==> src/rtl/div32_iter.sv <==
// div32_iter: iterative 32-bit signed restoring divider, one trial subtraction per clock through a carry-lookahead adder
module div32_iter (
    input  logic        clock,
    input  logic        reset,
    input  logic        ctrl_DIV,
    input  logic [31:0] data_operandA,
    input  logic [31:0] data_operandB,
    output logic [31:0] data_result,
    output logic        data_exception,
    output logic        data_resultRDY
);
    typedef enum logic [1:0] {IDLE, RUN, FIX} state_t;
    state_t      r_state;
    logic [5:0]  r_cnt;
    logic [31:0] r_b, r_q;
    logic [32:0] r_rem;
    logic        r_sign, r_zero;
    logic [31:0] w_abs_a, w_abs_b;
    logic [32:0] w_rs, w_nb, w_x, w_diff;
    logic [33:0] w_g, w_p;
    logic        w_cout;
    assign w_abs_a = data_operandA[31] ? 32'd0 - data_operandA : data_operandA;
    assign w_abs_b = data_operandB[31] ? 32'd0 - data_operandB : data_operandB;
    assign w_rs    = {r_rem[31:0], r_q[31]};
    assign w_nb    = ~{1'b0, r_b};
    assign w_x     = w_rs ^ w_nb;
    // Kogge-Stone prefix carries; bit 0 of the extended vector is the carry-in of 1
    always_comb begin
        w_g = {w_rs & w_nb, 1'b1};
        w_p = {w_x, 1'b0};
        for (int s = 1; s < 34; s = s * 2) begin
            w_g = w_g | (w_p & (w_g << s));
            w_p = w_p & (w_p << s);
        end
    end
    assign w_diff = w_x ^ w_g[32:0];
    assign w_cout = w_g[33];
    always_ff @(posedge clock) begin
        if (reset) begin
            r_state        <= IDLE;
            r_cnt          <= 6'd0;
            r_b            <= 32'd0;
            r_q            <= 32'd0;
            r_rem          <= 33'd0;
            r_sign         <= 1'b0;
            r_zero         <= 1'b0;
            data_result    <= 32'd0;
            data_exception <= 1'b0;
            data_resultRDY <= 1'b0;
        end else begin
            data_resultRDY <= 1'b0;
            if (r_state == FIX) begin
                data_result    <= r_zero ? 32'd0 : (r_sign ? 32'd0 - r_q : r_q);
                data_exception <= r_zero;
                data_resultRDY <= 1'b1;
                r_state        <= IDLE;
            end
            if (r_state == RUN) begin
                r_rem   <= w_cout ? w_diff : w_rs;
                r_q     <= {r_q[30:0], w_cout};
                r_cnt   <= r_cnt + 6'd1;
                r_state <= (r_cnt == 6'd31) ? FIX : RUN;
            end
            // a new start overrides any step in flight; a finishing FIX still strobes
            if (ctrl_DIV) begin
                r_b     <= w_abs_b;
                r_q     <= w_abs_a;
                r_rem   <= 33'd0;
                r_sign  <= data_operandA[31] ^ data_operandB[31];
                r_zero  <= (data_operandB == 32'd0);
                r_cnt   <= 6'd0;
                r_state <= RUN;
            end
        end
    end
endmodule

==> config.mk <==
export PLATFORM = sky130hd
export DESIGN_NAME = div32_iter
export DESIGN_NICKNAME = d
export VERILOG_FILES = /design/src/rtl/div32_iter.sv
export SDC_FILE = /design/constraint.sdc
export NUM_CORES = 1
export LEC_CHECK = 0
export CORE_UTILIZATION = 52
export DETAILED_ROUTE_END_ITERATION = 8
export MAX_ROUTING_LAYER = met4
export PLACE_DENSITY = 0.79
export SETUP_SLACK_MARGIN = 0.1
export SLEW_MARGIN = 15
export SYNTH_ARGS = -nofsm -noshare
export SYNTH_HDL_FRONTEND = slang
export SYNTH_SLANG_ARGS = --single-unit
==> constraint.sdc <==
create_clock -name clock -period 5.82 [get_ports clock]
set_clock_uncertainty 0.2 [all_clocks]
set_input_delay 1.746 -clock clock [delete_from_list [all_inputs] [get_ports clock]]
set_output_delay 1.746 -clock clock [all_outputs]
set_load 0.03 [all_outputs]
Yosys cells after proc, flatten, opt, wreduce, memory -nomap -nowiden:

Index checks and enable logic that the tools add are counted.

* add/sub/neg operators: 4
* multipliers: 0
* divide/modulo/power cells: 0
* $lt $le $gt $ge: 0
* eq/ne operators: 3
* shifts and indexed selects: 0
* muxes and demuxes: 12
* bitwise gates (word level): 22
* reduce and logical (&&, ||, !) cells: 5

Operator list (number)
* $and A34 B34 Y34: 11
* $mux W32: 7
* $or A34 B34 Y34: 6
* $sub A1 B32 Y32 const A: 3
* $and A33 B33 Y33: 1
* $not A32 Y33: 1
* $xor A33 B33 Y33: 1
* $logic_not A32 Y1: 1
* $xor A32 B32 Y32: 1
* $add A6 B1 Y6 const B: 1
* $eq A6 B5 Y1 const B: 1
* $mux W2: 3
* $reduce_bool A2 Y1: 2
* $reduce_bool A3 Y1: 1
* $eq A2 B1 Y1 const B: 1
* $eq A2 B2 Y1 const B: 1
* $mux W1: 2
* $reduce_or A2 Y1: 1
* $xor A1 B1 Y1: 1

* register bits after elaboration: 140
* latch bits: 0
* memory bits (writable): 0
* memory bits (read-only): 0
* input port bits: 67
* output and inout bits: 34
* word-level logic and storage cells: 57
* memories kept: 0

Depth between registers and ports, before layout:

* word-level depth: 16
* depth in mapped cells: 13
* gate-level depth less buffers: 10

Least setup slack after synthesis:

Ideal clock, no wire load.

* kind: in2reg
* start: input port data_operandB[4]
* end: register r_b[29]
* library setup time: 0.086 ns
* arrival time: 4.499 ns
* data required time: 5.534 ns
* setup slack: 1.035 ns
* cell stages on the path: 9
* buffers on the path: 1
* cell sequence: or2_1 -> buf_2 -> or4_4 -> or3_4 -> or4_4 -> or4_4 -> o31ai_2 -> xor2_1 -> a211oi_1

* longest elaborated chain between the ends: 2

RTL lines
* start: declaration: line 7 `input logic [31:0] data_operandB,`
* $sub A1 B32 Y32: line 23 `assign w_abs_b = data_operandB[31] ? 32'd0 - data_operandB : data_operandB;`
* $mux W32: line 23
* end signal: assignment: line 66 `r_b <= w_abs_b;`
* end: declaration: line 15 `logic [31:0] r_b, r_q;`

Every way passes these cells.
A chain may end at the register's enable or synchronous reset.

Worst setup path in the final report:

* start: input port data_operandB[6]
* end: register r_b[30]

Same word-level chain as after synthesis.

==> impl_metrics.tcl <==
set metrics [dict create \
    outcome "finished, final reports clean" \
    cts-root-buf "clkbuf_16" \
    track_usage 0.275 \
    drive_above_1_share 0.0496 \
    numCtsBuffers 17 \
    die_x_um 134 \
    grt_overflow 0 \
    slew_headroom 0.240 \
    rrSetupSlack_ps 1660 \
    startpoint "data_operandB[6]" \
    first_pass_iters 5 \
    die_area_um2 18000 \
    antenna_cells 0 \
    clock.fmax_ghz 0.199 \
    slowest_delay_ps 530 \
    synth.avg_cell_area_um2 7.96 \
    reg2reg_depth 10 \
    cts.sinks 140 \
    antenna_found_initial 0 \
    slew_viol_final 0 \
    path_max_fanout 5 \
    post-place-cells 1399 \
    grt_pass1_vias 7907 \
    crit_path_start_kind "input port" \
    synth_edf_count 0 \
    ant_nets 0 \
    start_util 0.540 \
    crit_arrival_ps 5080 \
    hpwl_mm 16.3 \
    cts_hold_buffers 0 \
    area_growth_pct 18.9 \
    clk_latency_ps 430 \
    drc 0 \
    critPathTopFamily "simple AND/OR/NAND/NOR gates" \
    period_minus_slack_ps 5030 \
    yosysUniqueCellTypes 60 \
    tightest_slew_ps 1140 \
    reg2reg_to "r_rem[21]" \
    fin_cells 1430 \
    cts-resized-gates 0 \
    synthArstFlopShare 0 \
    crit_slowest_cell "or4_1" \
    r2r_start "r_q[31]" \
    rows 47 \
    vdd_ir_drop_max_v 0.000236 \
    power_density_nw_per_um2 277 \
    cts_buffer_depth 2 \
    postSynthCellCount 1141 \
    crit_chain "clkdlybuf4s50_1 > or3_1 > or4_4 > or3_1 > or4_1 > or4_1 > o21ai_0 > xor2_1 > a211oi_1" \
    cts_tree "yes" \
    port_buffers 100 \
    routabilityCongestion 0.931 \
    post_drt_wl_per_cell_um 16.6 \
    nNetsFinal 1304 \
    setup_viol_count_final 0 \
    grt_start_max_net_pins 102 \
    cts_setup_buffers 0 \
    die_h_um 134 \
    finalCritPeriodShare 0.864 \
    ios 101 \
    synthFlopType "dfxtp_1" \
    tns_ps 0 \
    critPathKind "in2reg" \
    worst-path-buf-inv 1 \
    synth.net_count 1247 \
    end_kind "flip-flop" \
    rsz0062_at_grt "false" \
    crit_cells 9 \
    syn_area_um2 9080 \
    routed_via_density 6.02 \
    drt_iter0_markers 577 \
    cap_violations 0 \
    htree_levels 4 \
    min_path_type "reg2reg" \
    ys_ff_latch 140 \
    num_vias 8611 \
    yosys_warnings 0 \
    drt_wl_total_mm 23.7 \
    num-fill-cells 1474 \
    grt_first_pass_wirelength_mm 38.7 \
    ys_seq_area_frac 0.309 \
    worstSetupEndpoint "r_b[30]" \
    power.leakage_uw 0.00418 \
    required_ps 5870 \
    clk_pin_slew_ps 60 \
    hold-worst-slack_ps 271 \
    core_area_um2 16800 \
    hold_viol 0 \
]
layer usage:
metal  vias to the layer above  global-route usage  share of wire
met5                         -                   -              0
met4                         0               0.100          0.024
met3                        46              0.0385          0.051
met2                       265               0.449           0.47
met1                      4038               0.346           0.45
li1                       4262                   -              -
cell usage in the layout, fill, tap and decap left out, types with 5 or more instances in the layout:
| master | netlist | final |
|---|---|---|
| clkbuf_16 | 0 | 17 |
| or4_1 | 16 | 16 |
| a211oi_1 | 74 | 74 |
| nor2_1 | 86 | 85 |
| a31oi_1 | 27 | 27 |
| o41ai_1 | 10 | 10 |
| buf_4 | 0 | 6 |
| bufinv_16 | 0 | 5 |
| nand4_1 | 5 | 5 |
| nand2b_1 | 8 | 8 |
| a22o_1 | 13 | 13 |
| a21o_1 | 16 | 16 |
| nand3_1 | 9 | 9 |
| xnor2_1 | 45 | 45 |
| dfxtp_1 | 140 | 140 |
| or2_2 | 6 | 6 |
| a21oi_1 | 54 | 54 |
| or3_1 | 20 | 20 |
| o31ai_1 | 28 | 28 |
| nor3_1 | 15 | 15 |
| ha_1 | 39 | 38 |
| clkdlybuf4s50_1 | 0 | 97 |
| o211ai_1 | 9 | 9 |
| nand2_1 | 113 | 113 |
| o21ai_0 | 74 | 74 |
| nor2b_1 | 53 | 52 |
| o22ai_1 | 14 | 14 |
| xor2_1 | 69 | 69 |
| o21a_1 | 5 | 5 |
| inv_1 | 46 | 46 |
| mux2i_1 | 20 | 20 |
cell type report:
type                       count  area [um2]  share of cell area
inverter                      46         173              0.0160
clock buffer                  20         457              0.0423
clock inverter                11         190              0.0176
multi-input combinational    888        5870               0.544
sequential                   140        2800               0.260
tap                          220         275              0.0255
timing repair buffer         105        1030              0.0951
sequential cells by signal, indices dropped and copies added (netlist names):
| name | flops |
|---|---|
| r_sign | 1 |
| r_cnt | 6 |
| r_state | 2 |
| data_resultRDY | 1 |
| data_exception | 1 |
| r_b | 32 |
| r_q | 32 |
| r_zero | 1 |
| data_result | 32 |
| r_rem | 32 |
stage by stage:
| step | setup WS (ps) | total power [uW] | util | instance area [um2] |
|---|---|---|---|---|
| 2_1_floorplan | 1040 | 1590 | - | 9080 |
| 3_3_place_gp | 416 | 1770 | 0.604 | 10200 |
| 3_5_place_dp | 387 | 1780 | 0.604 | 10200 |
| 4_1_cts | 800 | 2990 | 0.642 | 10800 |
| 5_1_grt | 595 | 3120 | 0.642 | 10800 |
| 6_report | 792 | 2990 | 0.642 | 10800 |
where the power goes:
part           switching [uW]  internal, uW  total (uW)
Sequential               47.6          1010        1060
Combinational             427           299         727
Clock                     426           780        1210
Total                     901          2090        2990
Yosys cell counts (27+ instances only):
library cell / n / area (um2)
a21oi_1: 54 / 270
ha_1: 39 / 488
dfxtp_1: 140 / 2800
o31ai_1: 28 / 210
nand2_1: 113 / 424
clkbuf_1: 59 / 221
a211oi_1: 74 / 556
o21ai_0: 74 / 370
a31oi_1: 27 / 169
xor2_1: 69 / 604
inv_1: 46 / 173
xnor2_1: 45 / 394
nor2_1: 86 / 323
nor2b_1: 53 / 332
tightest hold or removal path, delay by kind of cell, from the launching register on:
kind,cells,cell delay (ps)
AOI/OAI and AO/OA,1,50
DFF,1,320
and+or+nand+nor,1,50
cells by family (layout without fill, tap and decap cells):
family | Yosys count | count (layout) | synth area share
AOI/OAI and AO/OA | 362 | 362 | 0.268
and+or+nand+nor | 353 | 353 | 0.191
DFF | 140 | 140 | 0.309
xor gates and xnor gates | 114 | 114 | 0.110
buffers and inverters | 113 | 182 | 0.0468
adders and majority gates | 39 | 39 | 0.0537
muxes | 20 | 20 | 0.0220
worst min-delay path by stage:
| stage | from | endpoint | cells past startpoint |
|---|---|---|---|
| 3_3_place_gp | r_rem[31] | r_rem[31] | 2 |
| 3_5_place_dp | r_rem[31] | r_rem[31] | 2 |
| 6_report | r_rem[31] | r_rem[31] | 2 |
| 2_1_floorplan | r_rem[31] | r_rem[31] | 2 |
| 4_1_cts | r_rem[31] | r_rem[31] | 2 |
| 5_1_grt | r_rem[31] | r_rem[31] | 2 |
(Power assumes the default switching activity.)
